<file path="config.mk">
export PLATFORM = sky130hd
export DESIGN_NAME = timer555_capture
export DESIGN_NICKNAME = d
export VERILOG_FILES = /design/src/rtl/timer555_pkg.sv /design/src/rtl/pulse_sync.sv /design/src/rtl/timer555_capture.sv
export SDC_FILE = /design/constraint.sdc
export NUM_CORES = 1
export LEC_CHECK = 0
export CAP_MARGIN = 20
export CORE_MARGIN = 5
export CORE_UTILIZATION = 35
export CTS_CLUSTER_DIAMETER = 200
export CTS_CLUSTER_SIZE = 14
export DETAILED_ROUTE_END_ITERATION = 8
export PLACE_DENSITY = 0.56
export SYNTH_ARGS = -nofsm -noshare
export SYNTH_HDL_FRONTEND = slang
export SYNTH_SLANG_ARGS = --single-unit
</file>
<file path="constraint.sdc">
create_clock -name clk -period 9.1 [get_ports clk]
set_input_delay 1.365 -clock clk [delete_from_list [all_inputs] [get_ports clk]]
set_output_delay 1.365 -clock clk [all_outputs]
set_load 0.02 [all_outputs]
</file>
<file path="src/rtl/timer555_pkg.sv">
// timer555_pkg: shared states, result record and default sizes for timer555 capture logic
package timer555_pkg;
  localparam int CNT_W_DEF = 24;
  localparam int TIMEOUT_DEF = 2**20;
  typedef enum logic [1:0] {IDLE, HIGH, LOW} cap_state_t;
  typedef struct packed {
    logic [CNT_W_DEF-1:0] high;
    logic [CNT_W_DEF-1:0] low;
    logic [CNT_W_DEF-1:0] period;
    logic                 sat;
  } cap_result_t;
endpackage

</file>
<file path="src/rtl/pulse_sync.sv">
// pulse_sync: synchronizes an async level and emits registered one-cycle rise/fall strobes
module pulse_sync #(
  parameter int SYNC_STAGES = 2
) (
  input  logic clk,
  input  logic rst,
  input  logic pulse_in,
  output logic level,
  output logic rise,
  output logic fall
);
  logic [SYNC_STAGES-1:0] sync_q, sync_d;
  logic lvl_q, lvl_d, rise_q, rise_d, fall_q, fall_d;
  always_comb begin
    sync_d = {sync_q[SYNC_STAGES-2:0], pulse_in};
    lvl_d  = sync_q[SYNC_STAGES-1];
    rise_d = lvl_d & ~lvl_q;
    fall_d = ~lvl_d & lvl_q;
  end
  always_ff @(posedge clk) begin
    if (rst) begin
      sync_q <= '0;
      lvl_q  <= 1'b0;
      rise_q <= 1'b0;
      fall_q <= 1'b0;
    end else begin
      sync_q <= sync_d;
      lvl_q  <= lvl_d;
      rise_q <= rise_d;
      fall_q <= fall_d;
    end
  end
  assign level = lvl_q;
  assign rise  = rise_q;
  assign fall  = fall_q;
endmodule

</file>
<file path="src/rtl/timer555_capture.sv">
// timer555_capture: measures high/low/period of the timer555 output in clock counts
module timer555_capture
  import timer555_pkg::*;
#(
  parameter int CNT_W       = CNT_W_DEF,
  parameter int SYNC_STAGES = 2,
  parameter int TIMEOUT     = TIMEOUT_DEF
) (
  input  logic             clk,
  input  logic             rst,
  input  logic             en,
  input  logic             pulse_in,
  input  logic             res_ready,
  output logic             res_valid,
  output logic [CNT_W-1:0] high_cycles,
  output logic [CNT_W-1:0] low_cycles,
  output logic [CNT_W-1:0] period_cycles,
  output logic             sat,
  output logic             overrun,
  output logic             stuck
);
  localparam int TW = $clog2(TIMEOUT + 1);
  localparam logic [CNT_W-1:0] MAX = '1;
  cap_state_t state_q, state_d;
  logic [CNT_W-1:0] hi_q, hi_d, lo_q, lo_d, rhi_q, rhi_d, rlo_q, rlo_d, rper_q, rper_d;
  logic [TW-1:0] tmr_q, tmr_d;
  logic msat_q, msat_d, rsat_q, rsat_d, vld_q, vld_d, ovr_q, ovr_d, stuck_q, stuck_d;
  logic lvl, rise, fall, edge_hit, tmo, done, load;
  logic [CNT_W:0] sum;

  pulse_sync #(.SYNC_STAGES(SYNC_STAGES)) u_sync (
    .clk(clk), .rst(rst), .pulse_in(pulse_in), .level(lvl), .rise(rise), .fall(fall)
  );

  // The edge timer stands in for the phase counter so a narrow CNT_W cannot hide a timeout
  always_comb begin
    sum      = {1'b0, hi_q} + {1'b0, lo_q};
    edge_hit = rise | (fall & (state_q == HIGH));
    tmo      = en & ~edge_hit & (tmr_q == TW'(TIMEOUT));
    done     = en & rise & (state_q == LOW);
    load     = done & (~vld_q | res_ready);
    state_d  = state_q;
    hi_d     = hi_q;
    lo_d     = lo_q;
    msat_d   = msat_q;
    if (!en) begin
      state_d = IDLE;
      hi_d    = '0;
      lo_d    = '0;
      msat_d  = 1'b0;
    end else if (rise) begin
      state_d = HIGH;
      hi_d    = CNT_W'(1);
      lo_d    = '0;
      msat_d  = 1'b0;
    end else if (tmo) begin
      state_d = IDLE;
    end else if (state_q == HIGH && fall) begin
      state_d = LOW;
      lo_d    = CNT_W'(1);
    end else if (state_q == HIGH && lvl) begin
      hi_d   = (hi_q == MAX) ? hi_q : hi_q + 1'b1;
      msat_d = msat_q | (hi_q == MAX);
    end else if (state_q == LOW && !lvl) begin
      lo_d   = (lo_q == MAX) ? lo_q : lo_q + 1'b1;
      msat_d = msat_q | (lo_q == MAX);
    end
    tmr_d   = !en ? '0 : edge_hit ? TW'(1) : (tmr_q == TW'(TIMEOUT)) ? tmr_q : tmr_q + TW'(1);
    stuck_d = rise ? 1'b0 : tmo ? 1'b1 : stuck_q;
    rhi_d   = load ? hi_q : rhi_q;
    rlo_d   = load ? lo_q : rlo_q;
    rper_d  = load ? (sum[CNT_W] ? MAX : sum[CNT_W-1:0]) : rper_q;
    rsat_d  = load ? (msat_q | sum[CNT_W]) : rsat_q;
    vld_d   = load | (vld_q & ~res_ready);
    ovr_d   = (done & vld_q & ~res_ready) | (ovr_q & ~(vld_q & res_ready));
  end

  always_ff @(posedge clk) begin
    if (rst) begin
      state_q <= IDLE;
      hi_q    <= '0;
      lo_q    <= '0;
      msat_q  <= 1'b0;
      tmr_q   <= '0;
      stuck_q <= 1'b0;
      rhi_q   <= '0;
      rlo_q   <= '0;
      rper_q  <= '0;
      rsat_q  <= 1'b0;
      vld_q   <= 1'b0;
      ovr_q   <= 1'b0;
    end else begin
      state_q <= state_d;
      hi_q    <= hi_d;
      lo_q    <= lo_d;
      msat_q  <= msat_d;
      tmr_q   <= tmr_d;
      stuck_q <= stuck_d;
      rhi_q   <= rhi_d;
      rlo_q   <= rlo_d;
      rper_q  <= rper_d;
      rsat_q  <= rsat_d;
      vld_q   <= vld_d;
      ovr_q   <= ovr_d;
    end
  end

  assign res_valid     = vld_q;
  assign high_cycles   = rhi_q;
  assign low_cycles    = rlo_q;
  assign period_cycles = rper_q;
  assign sat           = rsat_q;
  assign overrun       = ovr_q;
  assign stuck         = stuck_q;
endmodule
</file>
==> impl_metrics.json, run 1 <==
{
  "final.setup.tns_ps": 0,
  "async_flop_share": 0,
  "timing.rr.start": "hi_q[0]$_SDFFE_PP0P_",
  "power.switching_uw": 308.7,
  "outcome": "complete, no violations",
  "grt_start_max_net_pins": 82,
  "hold_depth": 1,
  "globalplace.congestion": 0.8437,
  "r2r_cells": 11,
  "switching_share": 0.2180,
  "worstPathCellList": "clkdlybuf4s50_1 -> inv_1 -> nor4_1 -> nor4_2 -> nand3_1 -> nor3_1 -> xnor2_1 -> nor2_1",
  "fin_nets": 957,
  "cts_tree": "done",
  "cts_resized": 0,
  "drtAntennaViolNets": 0,
  "place_area_um2": 8140,
  "die_area_um2": 23350,
  "finalMaxSlewViolations": 0,
  "io-pin-count": 81,
  "fmax_ghz": 0.2973,
  "relSlewSlack": 0.3437,
  "die_h_um": 152.8,
  "start_util": 0.3540,
  "grt_usage": 0.1527,
  "rrSetupSlack_ps": 5820,
  "seqPwrFrac": 0.475,
  "finalHoldViolCount": 0,
  "ctsHoldBuffers": 0,
  "cts_sinks": 153,
  "crit_fanout": 17,
  "worstSetupPathType": "input pin to register",
  "dr.pass1.iters": 5,
  "p_int_uw": 1108,
  "maxCapViolCount": 0,
  "synth_cells": 857,
  "antenna_found_initial": 0,
  "synth_area_um2": 7139,
  "skew_ps": 13.17,
  "yosysUniqueCellTypes": 49,
  "start_kind": "input pin",
  "drive_gt1_frac": 0.05668,
  "worstHoldStart": "u_sync.sync_q[1]$_SDFF_PP0_",
  "regArea_um2": 3063,
  "pwr-share-comb": 0.012,
  "yosysMostFrequentCell": "dfxtp_1",
  "die_width_um": 152.8,
  "ys_warn_count": 0,
  "clock_power_share": 0.513,
  "setup.worst_path.start": "en",
  "power_density_nw_per_um2": 161.7,
  "totalWireLength_um": 18080,
  "cp.required_ps": 9370,
  "diodes": 0,
  "ys_ff_latch": 153,
  "ys_seq_area_frac": 0.4290,
  "r2r-end": "period_cycles[12]$_SDFFE_PP0P_",
  "vias": 5956,
  "synth_top_flop_cell": "dfxtp_1",
  "synth_fp_nets": 891,
  "drcViolationCount": 0,
  "fill_cells": 2048,
  "avgViaCountPerCell": 4.943,
  "cts_setup_buffers": 0,
  "root_buffer": "clkbuf_16",
  "dp_hpwl_um": 12920,
  "syn2layout_area_growth_pct": 22.66,
  "whs_endpoint": "u_sync.fall$_SDFF_PP0_",
  "port-buffer-count": 80,
  "worstMarginPinSlew_ps": 980.9,
  "avgSynthCellArea_um2": 8.331,
  "wl_per_cell_um": 15.00,
  "yosysTopAreaCell": "dfxtp_1",
  "numCtsBuffers": 17,
  "hold_path_class": "register to register",
  "synth_edf_count": 0,
  "clock_path_buffers": 2,
  "period_minus_slack_ps": 3364,
  "grt_pass1_wl_um": 29220,
  "stdcell_area_um2": 8757,
  "crit_slowest_cell": "nor4_1",
  "grt_setup_unrepaired": "no",
  "multi_input_area_um2": 3865,
  "coreArea_um2": 20170,
  "clk-insertion-delay-late_ps": 430,
  "period_share": 0.3697,
  "first_global_vias": 5624,
  "drt_iter0_markers": 323,
  "crit_path_end_kind": "register",
  "synth.top_cells.by_area": "dfxtp_1 (43%), nand2_1 (6.9%), a21oi_1 (6.0%), nor2_1 (5.7%), ha_1 (4.9%)",
  "cts-htree-levels": 4,
  "synth_top_area_frac": 0.4290,
  "cp_slowest_stage_delay_ps": 640,
  "cp.arrival_ps": 3640,
  "finalSetupViolations": 0,
  "rows": 52,
  "gr-total-overflow": 0,
  "clk_pin_slew_worst_paths_ps": 60,
  "synthTopCellsByCount": "dfxtp_1 (153), nand2_1 (131), nor2_1 (108), a21oi_1 (86), xnor2_1 (39)",
  "peakVddDrop_mv": 0.1306,
  "p_leak_uw": 0.002921
}
power groups by stage:
stage          clock network, uW  logic (uW)  registers (uW)
2_1_floorplan                  0        12.7             687
3_3_place_gp                   0        17.8             687
3_5_place_dp                   0        17.8             687
4_1_cts                      744        17.9             672
5_1_grt                      769        19.5             672
6_report                     727        17.3             672
cell type report:
class                   count  area share
repair buffers             83     0.09430
well taps                 270     0.03858
multi-input cells         651      0.4413
clock inverters            13     0.01972
clock buffers              18     0.04901
inverters                  17    0.007287
flip-flops and latches    153      0.3498
metrics by stage:
stage | setup WS, ps | instances | hold WS, ps | power (uW) | utilization
global placement | 4790 | 1173 | 412.6 | 705.0 | 0.4036
floorplan | 6144 | 857 | 388.5 | 699.5 | -
global route | 5398 | 1205 | 453.7 | 1460 | 0.4342
finish | 5736 | 1205 | 427.6 | 1416 | 0.4342
CTS | 5208 | 1204 | 422.4 | 1434 | 0.4334
detailed placement | 4763 | 1173 | 417.6 | 705.1 | 0.4036
worst max-delay path: cells and delay by family:
family | cells | cell delay (ps)
buf+inv | 2 | 660
simple gates | 5 | 1450
xor+xnor | 1 | 150
logic make-up after synthesis:
| family | synth area share |
|---|---|
| buffers and inverters | 0.03084 |
| XOR/XNOR | 0.09201 |
| multiplexers | 0.001402 |
| AO/OA/AOI/OAI | 0.1553 |
| flip-flops | 0.4290 |
| AND/OR/NAND/NOR | 0.2396 |
| adder cells (fa/ha/maj) | 0.05188 |
placed cells by master, fill, tap and decap left out, types with 5 or more instances in the layout:
cell type        instances
a211oi_1                26
xnor2_1                 39
nor2b_1                  7
nor4_1                   7
a21o_1                   5
inv_1                   17
o21ai_0                 24
nand3_1                 30
or3_1                   12
nand4_1                 16
clkdlybuf4s50_1         79
nand2_1                130
ha_1                    28
and3_1                  16
nor2_1                 108
nor3_1                  18
dfxtp_1                153
clkbuf_16               17
o211ai_1                 5
a21oi_1                 86
and4_1                   6
nand2b_1                 6
xor2_1                  36
state kept, by name, summed over array words and instances (netlist names):
signal and count:
hi_q 24, high_cycles 24, lo_q 24, low_cycles 24
msat_q 1, overrun 1, period_cycles 24, res_valid 1
sat 1, state_q 2, stuck 1, tmr_q 21
u_sync.fall 1, u_sync.level 1, u_sync.rise 1, u_sync.sync_q 2
metal layers:
metal | part of all wire | GRT usage | up-vias
met4 | 0.011 | 0.03903 | 0
met1 | 0.49 | 0.2016 | 2771
met2 | 0.47 | 0.2525 | 73
met3 | 0.033 | 0.03675 | 12
li1 | - | - | 3100
met5 | 0 | 0 | -
how the worst max path moves through the flow:
stage | to | cells past startpoint
floorplan | hi_q[22]$_SDFFE_PP0P_ | 9
global placement | sat$_SDFFE_PP0P_ | 5
detailed placement | sat$_SDFFE_PP0P_ | 5
CTS | period_cycles[17]$_SDFFE_PP0P_ | 5
global route | hi_q[23]$_SDFFE_PP0P_ | 8
finish | hi_q[19]$_SDFFE_PP0P_ | 8
No activity file was read; power rests on OpenSTA's default activity.
==> run 2, diff against run 1 <==
Clock period 9.1 ns to 3.2 ns, I/O delays scaled along.
==> impl_metrics.json, run 2 (synthesis gave the netlist of run 1 again) <==
{
  "numCtsBuffers": 17,
  "die_h_um": 152.8,
  "drt_iter0_markers": 338,
  "coreArea_um2": 20170,
  "peakVddDrop_mv": 0.3706,
  "wl_per_cell_um": 15.27,
  "io-pin-count": 81,
  "whs_endpoint": "u_sync.fall$_SDFF_PP0_",
  "clk-insertion-delay-late_ps": 430,
  "timing.rr.start": "hi_q[0]$_SDFFE_PP0P_",
  "gr-total-overflow": 0,
  "outcome": "complete, no violations",
  "worstHoldStart": "u_sync.sync_q[1]$_SDFF_PP0_",
  "start_util": 0.3540,
  "place_area_um2": 8290,
  "clock_path_buffers": 2,
  "rrSetupSlack_ps": 190,
  "grt_usage": 0.1618,
  "ctsHoldBuffers": 0,
  "fmax_ghz": 0.3324,
  "grt_setup_unrepaired": "no",
  "drtAntennaViolNets": 0,
  "drive_gt1_frac": 0.07741,
  "p_total_uw": 4139,
  "vias": 6145,
  "antenna_found_initial": 0,
  "avgViaCountPerCell": 5.012,
  "mostFrequentLayoutCells": "dfxtp_1 (153), nand2_1 (130), nor2_1 (108)",
  "worstMarginPinSlew_ps": 690.3,
  "clk_pin_slew_worst_paths_ps": 60,
  "relSlewSlack": 0.5398,
  "skew_ps": 7.538,
  "cp.required_ps": 3480,
  "r2r-end": "period_cycles[6]$_SDFFE_PP0P_",
  "maxCapViolCount": 0,
  "layout_setup_ws_ps": 191.7,
  "grt_start_max_net_pins": 62,
  "hold_depth": 1,
  "stdcell_count": 1226,
  "die_width_um": 152.8,
  "place_ws_ps": 87.01,
  "port-buffer-count": 80,
  "dr.pass1.iters": 5,
  "place_inst": 1192,
  "first_global_vias": 5768,
  "hold_path_class": "register to register",
  "start_kind": "register",
  "final.setup.tns_ps": 0,
  "cp_slowest_stage_delay_ps": 390,
  "multi_input_area_um2": 3862,
  "stdcell_area_um2": 8945,
  "crit_path_end_kind": "register",
  "worstSetupPathType": "register to register",
  "totalWireLength_um": 18720,
  "crit_slowest_cell": "fa_2",
  "rows": 52,
  "regArea_um2": 3063,
  "finalMaxSlewViolations": 0,
  "finalSetupViolations": 0,
  "globalplace.congestion": 0.9029,
  "power_density_nw_per_um2": 462.7,
  "diodes": 0,
  "die_area_um2": 23350,
  "cts-htree-levels": 4,
  "dp_hpwl_um": 13860,
  "p_leak_uw": 0.003035,
  "r2r_cells": 11,
  "period_minus_slack_ps": 3008,
  "period_share": 0.9401,
  "cts_tree": "done",
  "crit_fanout": 23,
  "root_buffer": "clkbuf_16",
  "fin_nets": 977,
  "finalHoldViolCount": 0,
  "fill_cells": 2061,
  "cts_sinks": 153,
  "drcViolationCount": 0,
  "cp.arrival_ps": 3280,
  "worstPathCellList": "ha_1 -> fa_2 -> a211oi_2 -> o211ai_1 -> a21oi_2 -> o31ai_4 -> a311oi_4 -> o211ai_2 -> a211oi_4 -> buf_12 -> a211oi_1",
  "syn2layout_area_growth_pct": 25.29,
  "grt_pass1_wl_um": 30680,
  "final_common_cell": "dfxtp_1"
}
-- run 2: area by class of cell --
class                      instances  area share
clock inverter                    13     0.02168
tap                              270     0.03777
inverter                          17    0.007134
multi-input combinational        651      0.4318
timing repair buffer             103      0.1097
sequential                       153      0.3424
clock buffer                      19     0.04952
-- run 2: report_power, final --
group / internal, uW / total (uW) / switching (uW)
Clock: 1330 / 2170 / 838
Combinational: 14.4 / 54.7 / 40.3
Sequential: 1910 / 1910 / 3.83
Total: 3260 / 4140 / 883
-- run 2: metrics by stage --
step	hold WS (ps)	utilization
after floorplan	388.5	-
after global placement	409.9	0.4110
after detailed placement	412.7	0.4110
after CTS	424.3	0.4426
after global routing	450.4	0.4435
final	417.8	0.4435
-- run 2: what timing repair did --
action	in CTS	in global routing
buffers inserted	0	2
endpoints found under the setup margin	0	23
resized for setup	0	1
-- run 2: worst max path at each step --
stage               cells after the start                            end            startpoint
CTS                                    11  period_cycles[6]$_SDFFE_PP0P_  hi_q[0]$_SDFFE_PP0P_
finish                                 11  period_cycles[6]$_SDFFE_PP0P_  hi_q[0]$_SDFFE_PP0P_
global route                           11  period_cycles[6]$_SDFFE_PP0P_  hi_q[0]$_SDFFE_PP0P_
global placement                       11  period_cycles[1]$_SDFFE_PP0P_  hi_q[0]$_SDFFE_PP0P_
detailed placement                     11  period_cycles[6]$_SDFFE_PP0P_  hi_q[0]$_SDFFE_PP0P_
floorplan                              11  period_cycles[4]$_SDFFE_PP0P_  hi_q[0]$_SDFFE_PP0P_
-- run 2: layer usage --
layer | track usage | part of all wire | up-vias
li1 | - | - | 3144
met1 | 0.2078 | 0.47 | 2850
met2 | 0.2674 | 0.47 | 119
met3 | 0.03704 | 0.038 | 32
met4 | 0.05812 | 0.021 | 0
met5 | 0 | 0 | -
-- run 2: worst max-delay path, delay by kind of cell, from the launching register on --
family / cells / cell delay (ps)
adders and majority gates: 2 / 620
DFF: 1 / 310
AOI/OAI and AO/OA: 8 / 1710
buffers and inverters: 1 / 210
